**config.mk**
```make
export PLATFORM = sky130hd
export DESIGN_NAME = display_driver_row_scanner
export DESIGN_NICKNAME = d
export VERILOG_FILES = /design/src/rtl/display_driver_pkg.sv /design/src/rtl/display_driver_bcm_timer.sv /design/src/rtl/display_driver_row_scanner.sv
export SDC_FILE = /design/constraint.sdc
export NUM_CORES = 1
export LEC_CHECK = 0
export CORE_AREA = 2 2 54 56
export CTS_CLUSTER_DIAMETER = 120
export DETAILED_ROUTE_END_ITERATION = 6
export DIE_AREA = 0 0 56 58
export PLACE_DENSITY = 0.8
export SETUP_SLACK_MARGIN = 0.02
export SYNTH_ARGS = -nofsm -noshare
export SYNTH_HDL_FRONTEND = slang
export SYNTH_SLANG_ARGS = --single-unit
```
**constraint.sdc**
```tcl
create_clock -name clk -period 5.01 [get_ports clk]
set_input_delay 1.503 -clock clk [delete_from_list [all_inputs] [get_ports clk]]
set_output_delay 1.503 -clock clk [all_outputs]
set_load 0.02 [all_outputs]
```
**src/rtl/display_driver_pkg.sv**
```systemverilog
// Shared types and width helpers for the display row scanner and its BCM timer.
package display_driver_pkg;

  typedef enum logic [1:0] {
    ST_IDLE,
    ST_RUN,
    ST_BLANK,
    ST_LATCH
  } state_e;

  localparam int DEF_ROWS      = 16;
  localparam int DEF_BIT_DEPTH = 4;
  localparam int DEF_BASE_TIME = 32;

  // Wide enough to hold the longest on-time, base_time << (bit_depth-1).
  function automatic int timer_width(input int base_time, input int bit_depth);
    return $clog2(base_time << (bit_depth - 1)) + 1;
  endfunction

  localparam int ROW_W   = $clog2(DEF_ROWS);
  localparam int PLANE_W = $clog2(DEF_BIT_DEPTH);
  localparam int TIMER_W = timer_width(DEF_BASE_TIME, DEF_BIT_DEPTH);

endpackage

```
**src/rtl/display_driver_bcm_timer.sv**
```systemverilog
// Loadable down-counter; busy_o is high while the loaded on-time is still running.
module display_driver_bcm_timer
  import display_driver_pkg::*;
#(
  parameter int WIDTH = TIMER_W
) (
  input  logic             clk,
  input  logic             rst,
  input  logic             load_i,
  input  logic [WIDTH-1:0] value_i,
  output logic             busy_o
);

  logic [WIDTH-1:0] count_q, count_d;

  always_comb begin
    count_d = count_q;
    if (load_i) begin
      count_d = value_i;
    end else if (count_q != '0) begin
      count_d = count_q - WIDTH'(1);
    end
  end

  always_ff @(posedge clk or negedge rst) begin
    if (!rst) begin
      count_q <= '0;
    end else begin
      count_q <= count_d;
    end
  end

  assign busy_o = (count_q != '0);

endmodule

```
**src/rtl/display_driver_row_scanner.sv**
```systemverilog
// Row/bit-plane sequencer: drives the loader handshake and the panel blank/latch/row
// signals with BCM on-times, overlapping the next row load with the current display.
module display_driver_row_scanner
  import display_driver_pkg::*;
#(
  parameter int ROWS         = 16,
  parameter int COLUMNS      = 32,
  parameter int BIT_DEPTH    = 4,
  parameter int BASE_TIME    = 32,
  parameter int BLANK_CYCLES = 2
) (
  input  logic                         clk,
  input  logic                         rst,
  input  logic                         enable,
  output logic                         load,
  input  logic                         complete,
  output logic [$clog2(ROWS)-1:0]      load_row,
  output logic [$clog2(BIT_DEPTH)-1:0] load_plane,
  output logic [$clog2(ROWS)-1:0]      row_addr,
  output logic                         latch,
  output logic                         oe_n,
  output logic                         frame_start
);

  localparam int RB = $clog2(ROWS);
  localparam int PB = $clog2(BIT_DEPTH);
  localparam int TB = timer_width(BASE_TIME, BIT_DEPTH);
  localparam int BB = $clog2(BLANK_CYCLES + 1);
  localparam logic [TB-1:0] BASE_T = TB'(BASE_TIME);

  if ((ROWS < 2) || ((ROWS & (ROWS - 1)) != 0)) begin : g_bad_rows
    $error("ROWS must be a power of two >= 2");
  end
  if (BIT_DEPTH < 2) begin : g_bad_depth
    $error("BIT_DEPTH must be >= 2");
  end
  if (BLANK_CYCLES < 1) begin : g_bad_blank
    $error("BLANK_CYCLES must be >= 1");
  end
  if (COLUMNS < 1) begin : g_bad_cols
    $error("COLUMNS must be >= 1");
  end

  state_e        state_q, state_d;
  logic          load_q, load_d;
  logic          loaded_q, loaded_d;
  logic [RB-1:0] load_row_q, load_row_d;
  logic [PB-1:0] load_plane_q, load_plane_d;
  logic [RB-1:0] row_addr_q, row_addr_d;
  logic [BB-1:0] blank_q, blank_d;
  logic          timer_load;
  logic [TB-1:0] timer_value;
  logic          timer_busy;

  // The plane being latched sets the on-time of the display that follows.
  assign timer_value = BASE_T << load_plane_q;

  always_comb begin
    state_d      = state_q;
    load_d       = load_q;
    loaded_d     = loaded_q;
    load_row_d   = load_row_q;
    load_plane_d = load_plane_q;
    row_addr_d   = row_addr_q;
    blank_d      = blank_q;
    timer_load   = 1'b0;

    case (state_q)
      ST_IDLE: begin
        load_d = 1'b0;
        if (enable) begin
          state_d      = ST_RUN;
          load_d       = 1'b1;
          loaded_d     = 1'b0;
          load_row_d   = '0;
          load_plane_d = '0;
        end
      end

      ST_RUN: begin
        if (load_q && complete) begin
          load_d   = 1'b0;
          loaded_d = 1'b1;
        end
        // The swap cycle itself is the first blank cycle before the latch.
        if (loaded_q && !timer_busy) begin
          if (enable) begin
            blank_d = BB'(BLANK_CYCLES);
            state_d = (BLANK_CYCLES == 1) ? ST_LATCH : ST_BLANK;
          end else begin
            state_d  = ST_IDLE;
            loaded_d = 1'b0;
          end
        end
      end

      ST_BLANK: begin
        blank_d = blank_q - BB'(1);
        if (blank_d == BB'(1)) begin
          state_d = ST_LATCH;
        end
      end

      ST_LATCH: begin
        row_addr_d = load_row_q;
        timer_load = 1'b1;
        loaded_d   = 1'b0;
        load_d     = 1'b1;
        state_d    = ST_RUN;
        if (load_plane_q == PB'(BIT_DEPTH - 1)) begin
          load_plane_d = '0;
          load_row_d   = load_row_q + RB'(1);
        end else begin
          load_plane_d = load_plane_q + PB'(1);
        end
      end

      default: begin
        state_d = ST_IDLE;
        load_d  = 1'b0;
      end
    endcase
  end

  always_ff @(posedge clk or negedge rst) begin
    if (!rst) begin
      state_q      <= ST_IDLE;
      load_q       <= 1'b0;
      loaded_q     <= 1'b0;
      load_row_q   <= '0;
      load_plane_q <= '0;
      row_addr_q   <= '0;
      blank_q      <= '0;
    end else begin
      state_q      <= state_d;
      load_q       <= load_d;
      loaded_q     <= loaded_d;
      load_row_q   <= load_row_d;
      load_plane_q <= load_plane_d;
      row_addr_q   <= row_addr_d;
      blank_q      <= blank_d;
    end
  end

  display_driver_bcm_timer #(
    .WIDTH(TB)
  ) u_timer (
    .clk    (clk),
    .rst    (rst),
    .load_i (timer_load),
    .value_i(timer_value),
    .busy_o (timer_busy)
  );

  assign load        = load_q;
  assign load_row    = load_row_q;
  assign load_plane  = load_plane_q;
  assign row_addr    = row_addr_q;
  assign latch       = (state_q == ST_LATCH);
  assign frame_start = latch && (load_row_q == '0) && (load_plane_q == '0);
  assign oe_n        = ~timer_busy;

endmodule
```
### Word-level counts from Yosys, hierarchy flattened

Cells that the tools add are included.

* add/subtract/negate cells: 4
* equal/unequal tests: 11
* shifts and indexed selects: 1
* muxes and demuxes: 25
* bitwise operators: 1
* reduce and logical (&&, ||, !) cells: 19

Operator list (count)
* 9-bit 2-to-1 mux: 2
* 2-bit 2-to-1 mux: 8
* 2-bit != test (second input constant): 5
* 3-bit AND reduction: 3
* 9-bit nonzero test: 1
* 6-bit by 2-bit left shift with 9-bit output (first input constant): 1
* 9-bit by 1-bit subtractor with 9-bit output (second input constant): 1
* 4-bit 2-to-1 mux: 2
* 2-bit one-hot mux with 2 select lines: 2
* 2-bit one-hot mux with 4 select lines: 1
* 4-bit one-hot mux with 2 select lines: 1
* 1-bit 2-to-1 mux: 7
* 2-bit equality test (second input constant): 3
* 1-bit one-hot mux with 3 select lines: 2
* 2-bit AND reduction: 3
* 2-bit nonzero test: 3
* 4-bit by 1-bit adder with 4-bit output (second input constant): 1
* 2-bit by 1-bit equality test with 1-bit output (second input constant): 2
* 1-bit logical AND: 4
* 2-bit logical NOT: 2
* 4-bit logical NOT: 1
* 3-bit nonzero test: 1
* 2-bit by 1-bit adder with 2-bit output (second input constant): 1
* 2-bit by 1-bit != test with 1-bit output (second input constant): 1
* 3 further kinds: 3

* flip-flop bits (word level): 25
* input bits: 4

### Depth between registers and ports, before layout

Gate-level depths: netlist of run 1.

* word-level depth: 5
* gate-level depth with buffers: 7

### By module

A second synthesis of run 1 with hierarchy kept.

* cell total of the unflattened synthesis: 153
* area total of the unflattened synthesis: 1536.5 um2

By module, submodules not included
* display_driver_row_scanner: times used 1, cells an instance 93, area an instance 970.9 um2, sequential area each 400.4 um2
* display_driver_bcm_timer: times used 1, cells an instance 60, area an instance 565.5 um2, sequential area each 225.2 um2

### Worst setup path after synthesis of run 1

No wires, ideal clock.

* path kind: reg2out
* start point: register state_q[0]
* end point: output port frame_start
* arrival: 2128 ps
* data required time: 3507 ps
* path slack: 1379 ps
* cell stages (with the launch flop): 6
* buffers on the path: 2
* path through: dfrtp_1 > ha_1 > clkbuf_1 > buf_1 > nand2_1 > nor4b_1

* longest elaborated chain between the ends: 3

Ends and longest elaborated chain
* start, declared: RTL line display_driver_row_scanner.sv:44 `state_e state_q, state_d;`
* start signal, assigned: RTL line display_driver_row_scanner.sv:135 `state_q <= state_d;`
* 2-bit equality test: RTL line display_driver_row_scanner.sv:159 `assign latch = (state_q == ST_LATCH);`
* via latch: RTL line display_driver_row_scanner.sv:20 `output logic latch,`
* 1-bit logical AND (2 in a row): RTL line display_driver_row_scanner.sv:160 `assign frame_start = latch && (load_row_q == '0) && (load_plane_q == '0);`
* end, declared: RTL line display_driver_row_scanner.sv:22 `output logic frame_start`

The timed path passes the listed nets, and every way through them passes these cells.

### Worst setup path after layout of run 1

* start point: register state_q[0]
* end point: output port frame_start

* longest elaborated chain between the ends: 3

Ends and longest elaborated chain (RTL line)
* 2-bit equality test: display_driver_row_scanner.sv:159
* 1-bit logical AND (2 in a row): display_driver_row_scanner.sv:160

No other way between the ends.

==> qor.yml, run 1 <==
status: "complete, no violations"
syn_area_um2: 1486
drcViolationCount: 0
synth_most_common_cell: "dfrtp_1"
synth-edff-count: 0
syn_nets: 163
busiest_layer: "met2"
synth_common_cells: "25 x dfrtp_1, 14 x ha_1, 13 x inv_1"
gp_congestion: 0.7503
crit_start: "state_q[0]$_DFFE_PN0P_"
start_util: 0.5583
drt-total-wl_um: 2910
worst_slew_pin_slew_ns: 1.108
grt_usage: 0.1977
post_cts_buffers: 0
yosysTopAreaCellShare: 0.4209
globalRouteMet3Util: 0.03795
grt_util_met2: 0.3546
grt_max_degree: 28
p_seq_frac: 0.396
port_buffers: 17
fmax_mhz: 257.3
max-vdd-ir-drop_mv: 0.3759
worstPathCellList: "ha_1 -> buf_4 -> nand2_1 -> nor4b_1 -> clkdlybuf4s50_1"
final_antenna_net_count: 0
skew_ns: 0.005554
htreeDepth: 1
min_period_ns: 3.886
cpMaxStageDelayCell: "clkdlybuf4s50_1"
dieHeight_um: 58
hold_class: "register to register"
grt-ovfl-total: 0
nets: 181
num_rows: 19
fillCellCount: 223
areaGrowthSynthToFinish_pct: 15.32
relSlewSlack: 0.2587
cp_max_fo: 27
required_ns: 3.51
core-area_um2: 2663
critical_path.endpoint_type: "primary output"
synthCells: 145
drt-initial-drc-count: 24
cts_tree: "yes"
total_power_w: 0.0008319
postCtsHoldBufs: 0
power.leakage_nw: 0.7538
clk_latency_ns: 0.32
drive_gt1_frac: 0.1049
rsz0062_at_grt: "no"
dieArea_um2: 3248
cts.clk_slew.worst_paths_ns: 0.14
diodes: 0
hold_viol_final: 0
num_vias: 1135
yosys.area.top_type: "dfrtp_1"
p_int_w: 0.0004780
met1_usage: 0.2380
yosys_warnings: 0
cts_root_buf: "clkbuf_4"
setup_violations: 0
synth_seq_cells: 25
avgSynthCellArea_um2: 10.25
finalCritPeriodShare: 0.7757
synthDistinctLibCells: 44
antenna_found_initial: 0
drtPass1Iterations: 4
clockBufferDepth: 2
vias_per_cell: 5.881
r2r-start: "u_timer.count_q[0]$_DFFE_PN0P_"
synthArstFlopShare: 1.000
cp-start-kind: "register"
grt_pass1_vias: 1166
min_from: "row_addr[0]$_DFFE_PN0P_"
whs_ns: 0.5287
power_frac_comb: 0.493
synth_flop_cell: "dfrtp_1"
wl_per_cell_um: 15.08
maxCapViolCount: 0
ys_top_cells_by_area: "dfrtp_1 42%, ha_1 12%, inv_1 3.3%"
dp_hpwl_um: 2140
max_stage_delay_ns: 0.69
netSwitchingFraction: 0.4254
fin_tns_setup_ns: 0
post_cts_resized: 0
cts.sinks: 25
p_sw_w: 0.0003539
power.share.clock: 0.111
ioPinCount: 18
crit_type: "register to primary output"
dieWidth_um: 56
utilization: 0.6438
worst_ep_arrival_time_ns: 2.38
finalMaxSlewViolations: 0
yosysSeqAreaShare: 0.4209
numCtsBuffers: 3
pwr_density_cell_nw_per_um2: 485.3
grt_pass1_wl_um: 5071
==> power groups by stage <==
stage	clock network [W]	logic (W)	registers, W
after floorplan	0	0.000294	0.000332
after global placement	0	0.000389	0.000326
after detailed placement	0	0.000408	0.000334
after CTS	0.0000977	0.000412	0.000329
after global routing	0.000105	0.000460	0.000339
final	0.0000927	0.000410	0.000329
==> cell usage in the layout, fill, tap and decap left out, drive strengths merged, types with 4 or more instances in the layout <==
cell,netlist,routed
dfrtp,25,25
clkdlybuf4s50,0,17
ha,14,14
inv,14,14
nand2,11,11
o21ai,10,10
nor2,7,7
a21oi,5,5
mux2,4,4
mux2i,4,4
o31ai,4,4
==> through the flow <==
| step | std cells | area [um2] | worst slack [ns] |
|---|---|---|---|
| 2_1_floorplan | 145 | 1486 | 1.379 |
| 3_3_place_gp | 189 | 1684 | 1.658 |
| 3_5_place_dp | 189 | 1684 | 1.509 |
| 4_1_cts | 193 | 1714 | 1.133 |
| 5_1_grt | 193 | 1714 | 1.006 |
| 6_report | 193 | 1714 | 1.124 |
==> critical path: cells and delay by family (launching register included) <==
family	cells	cell delay [ns]
adder cells (fa/ha/maj)	1	0.18
AND/OR/NAND/NOR	2	0.46
buffers and inverters	2	0.97
flip-flops	1	0.46
==> area by class of cell <==
type | count | area, um2 | share of cell area
multi-input combinational | 101 | 789.5 | 0.4606
sequential | 25 | 625.6 | 0.3650
timing repair buffer | 18 | 177.7 | 0.1036
inverter | 14 | 52.55 | 0.03066
tap | 31 | 38.79 | 0.02263
clock buffer | 3 | 22.52 | 0.01314
clock inverter | 1 | 7.507 | 0.004380
==> per-layer routing <==
metal,vias up,share of wire
met5,-,0
met4,0,0.0072
met3,4,0.033
met2,23,0.51
met1,562,0.45
li1,546,-
==> flip-flops by register name (all words and copies together) (netlist names) <==
register / flops
u_timer.count_q: 9
load_row: 4
row_addr: 4
blank_q: 2
load_plane: 2
state_q: 2
load: 1
loaded_q: 1
==> cell families (layout without fill, tap and decap cells) <==
group                    count (synthesis)  in the layout  synth area share
AO/OA/AOI/OAI                           35             35            0.1667
XOR/XNOR                                 4              4           0.02357
adder cells (fa/ha/maj)                 14             14            0.1178
multiplexers                             8              8           0.05724
buffers and inverters                   19             36           0.04797
flip-flops                              25             25            0.4209
AND/OR/NAND/NOR                         40             40            0.1658
==> worst paths after layout <==
kind | to | cells past startpoint | slack, ns
max | frame_start | 5 | 1.12
min | row_addr[0]$_DFFE_PN0P_ | 1 | 0.53
max reg2reg | blank_q[0]$_DFFE_PN0P_ | 6 | 3.18
min reg2reg | row_addr[0]$_DFFE_PN0P_ | 1 | 0.53
max in group asynchronous | u_timer.count_q[0]$_DFFE_PN0P_ | 1 | 2.59
min in group asynchronous | u_timer.count_q[3]$_DFFE_PN0P_ | 1 | 1.76
No activity file was read; power rests on OpenSTA's default activity.
==> run 2: changes to the inputs <==
--- a/config.mk
+++ b/config.mk
@@ -5,11 +5,11 @@
 export SDC_FILE = /design/constraint.sdc
 export NUM_CORES = 1
 export LEC_CHECK = 0
-export CORE_AREA = 2 2 54 56
+export CORE_AREA = 2 2 40 79
 export CTS_CLUSTER_DIAMETER = 120
 export DETAILED_ROUTE_END_ITERATION = 6
-export DIE_AREA = 0 0 56 58
-export PLACE_DENSITY = 0.8
+export DIE_AREA = 0 0 42 81
+export PLACE_DENSITY = 0.76
 export SETUP_SLACK_MARGIN = 0.02
 export SYNTH_ARGS = -nofsm -noshare
 export SYNTH_HDL_FRONTEND = slang
==> constraint.sdc (replaced) <==
create_clock -name clk -period 3.8 [get_ports clk]
set_input_delay 1.14 -clock clk [delete_from_list [all_inputs] [get_ports clk]]
set_output_delay 1.14 -clock clk [all_outputs]
set_load 0.02 [all_outputs]
==> qor.yml, run 2 (synthesized netlist as in run 1, its figures left out) <==
ff2ff_path_depth: 6
power.leakage_nw: 0.7674
grt_usage: 0.1871
drive_gt1_frac: 0.1043
cts_root_buf: "clkbuf_8"
wl_per_cell_um: 14.58
hold_viol_final: 0
cts.sinks: 25
drt-total-wl_um: 2813
utilization: 0.6116
num_rows: 28
grt_pass1_wl_um: 4885
netSwitchingFraction: 0.4059
min_path_cells: 1
total_power_w: 0.001122
min_from: "row_addr[1]$_DFFE_PN0P_"
grt_pass1_vias: 1123
areaGrowthSynthToFinish_pct: 16.75
core-area_um2: 2838
final_cell_mix: "25 x dfrtp_1, 17 x clkdlybuf4s50_1, 14 x ha_1"
clk_latency_ns: 0.27
cp_max_fo: 9
finalCritPeriodShare: 0.8764
whs_ns: 0.5174
dieHeight_um: 81
crit_type: "register to primary output"
min_to: "row_addr[1]$_DFFE_PN0P_"
dp_hpwl_um: 2025
nets: 182
htreeDepth: 1
numCtsBuffers: 3
pwr_density_cell_nw_per_um2: 646.5
fmax_mhz: 300.3
gp_congestion: 0.8559
p_int_w: 0.0006666
antenna_found_initial: 0
r2r-end: "blank_q[0]$_DFFE_PN0P_"
postCtsHoldBufs: 0
final_common_cell: "dfrtp_1"
ioPinCount: 18
regMostFlops: "u_timer.count_q"
worst_slew_pin_slew_ns: 0.3981
final.setup.worst_slack_ns: 0.4697
diodes: 0
drtPass1Iterations: 4
p_seq_frac: 0.383
grt_max_degree: 27
dieArea_um2: 3402
vias_per_cell: 5.725
drcViolationCount: 0
worst_ep_arrival_time_ns: 2.19
cts_tree: "yes"
rsz0062_at_grt: "no"
port_buffers: 17
pre_cts_slack_ns: 0.7662
finalMaxSlewViolations: 0
maxCapViolCount: 0
post_cts_resized: 0
min_period_ns: 3.330
setup_violations: 0
cp-start-kind: "register"
drt-initial-drc-count: 20
relSlewSlack: 0.7328
largest_reg_flops: 9
hold_class: "register to register"
p_sw_w: 0.0004554
dieWidth_um: 42
post_cts_buffers: 0
num_vias: 1105
power_frac_comb: 0.476
r2r-start: "u_timer.count_q[0]$_DFFE_PN0P_"
status: "complete, no violations"
max-vdd-ir-drop_mv: 0.3279
cts.clk_slew.worst_paths_ns: 0.08
fin_tns_setup_ns: 0
start_util: 0.5238
power.share.clock: 0.141
grt-ovfl-total: 0
skew_ns: 0.002257
clockBufferDepth: 2
final_antenna_net_count: 0
r2r_slack_ns: 1.99
critical_path.endpoint_type: "primary output"
required_ns: 2.66
-- run 2: critical path, stage by stage (launching register included) --
cell and delay, ns:
dfrtp_1 0.38, inv_1 0.09, ha_1 0.18, nor4b_2 0.28
nand2_2 0.18, inv_2 0.18, clkdlybuf4s50_1 0.63
-- run 2: power by group through the flow --
| stage | Combinational (W) | Sequential (W) | Clock [W] |
|---|---|---|---|
| after CTS | 0.000539 | 0.000432 | 0.000160 |
| final | 0.000534 | 0.000430 | 0.000158 |
| after detailed placement | 0.000532 | 0.000436 | 0 |
| after global routing | 0.000604 | 0.000444 | 0.000169 |
| after global placement | 0.000523 | 0.000431 | 0 |
| after floorplan | 0.000388 | 0.000438 | 0 |
-- run 2: layout make-up --
cell class | instances | area (um2)
Fill cell | 247 | 1102
Multi-Input combinational cell | 101 | 789.5
Sequential cell | 25 | 625.6
Timing Repair Buffer | 19 | 185.2
Inverter | 14 | 52.55
Clock buffer | 4 | 45.04
Tap cell | 30 | 37.54
-- run 2: worst max path at each step --
| stage | startpoint | end | slack (ns) | depth (start not counted) |
|---|---|---|---|---|
| after detailed placement | u_timer.count_q[0]$_DFFE_PN0P_ | oe_n | 0.77 | 6 |
| after global routing | u_timer.count_q[0]$_DFFE_PN0P_ | oe_n | 0.34 | 6 |
| after floorplan | state_q[0]$_DFFE_PN0P_ | frame_start | 0.53 | 5 |
| after CTS | u_timer.count_q[0]$_DFFE_PN0P_ | oe_n | 0.45 | 6 |
| final | u_timer.count_q[0]$_DFFE_PN0P_ | oe_n | 0.47 | 6 |
| after global placement | u_timer.count_q[0]$_DFFE_PN0P_ | oe_n | 0.84 | 6 |
-- run 2: per-layer routing --
metal | vias up | routed length, um | track usage
li1 | 550 | - | -
met3 | 5 | 99 | 0.04000
met1 | 533 | 1279 | 0.2117
met5 | - | 0 | 0
met2 | 17 | 1375 | 0.3266
met4 | 0 | 58 | 0.09355
-- run 2: through the flow --
stage	std cells	area [um2]
floorplan	145	1486
global placement	189	1690
detailed placement	189	1690
CTS	193	1735
global route	193	1735
finish	193	1735
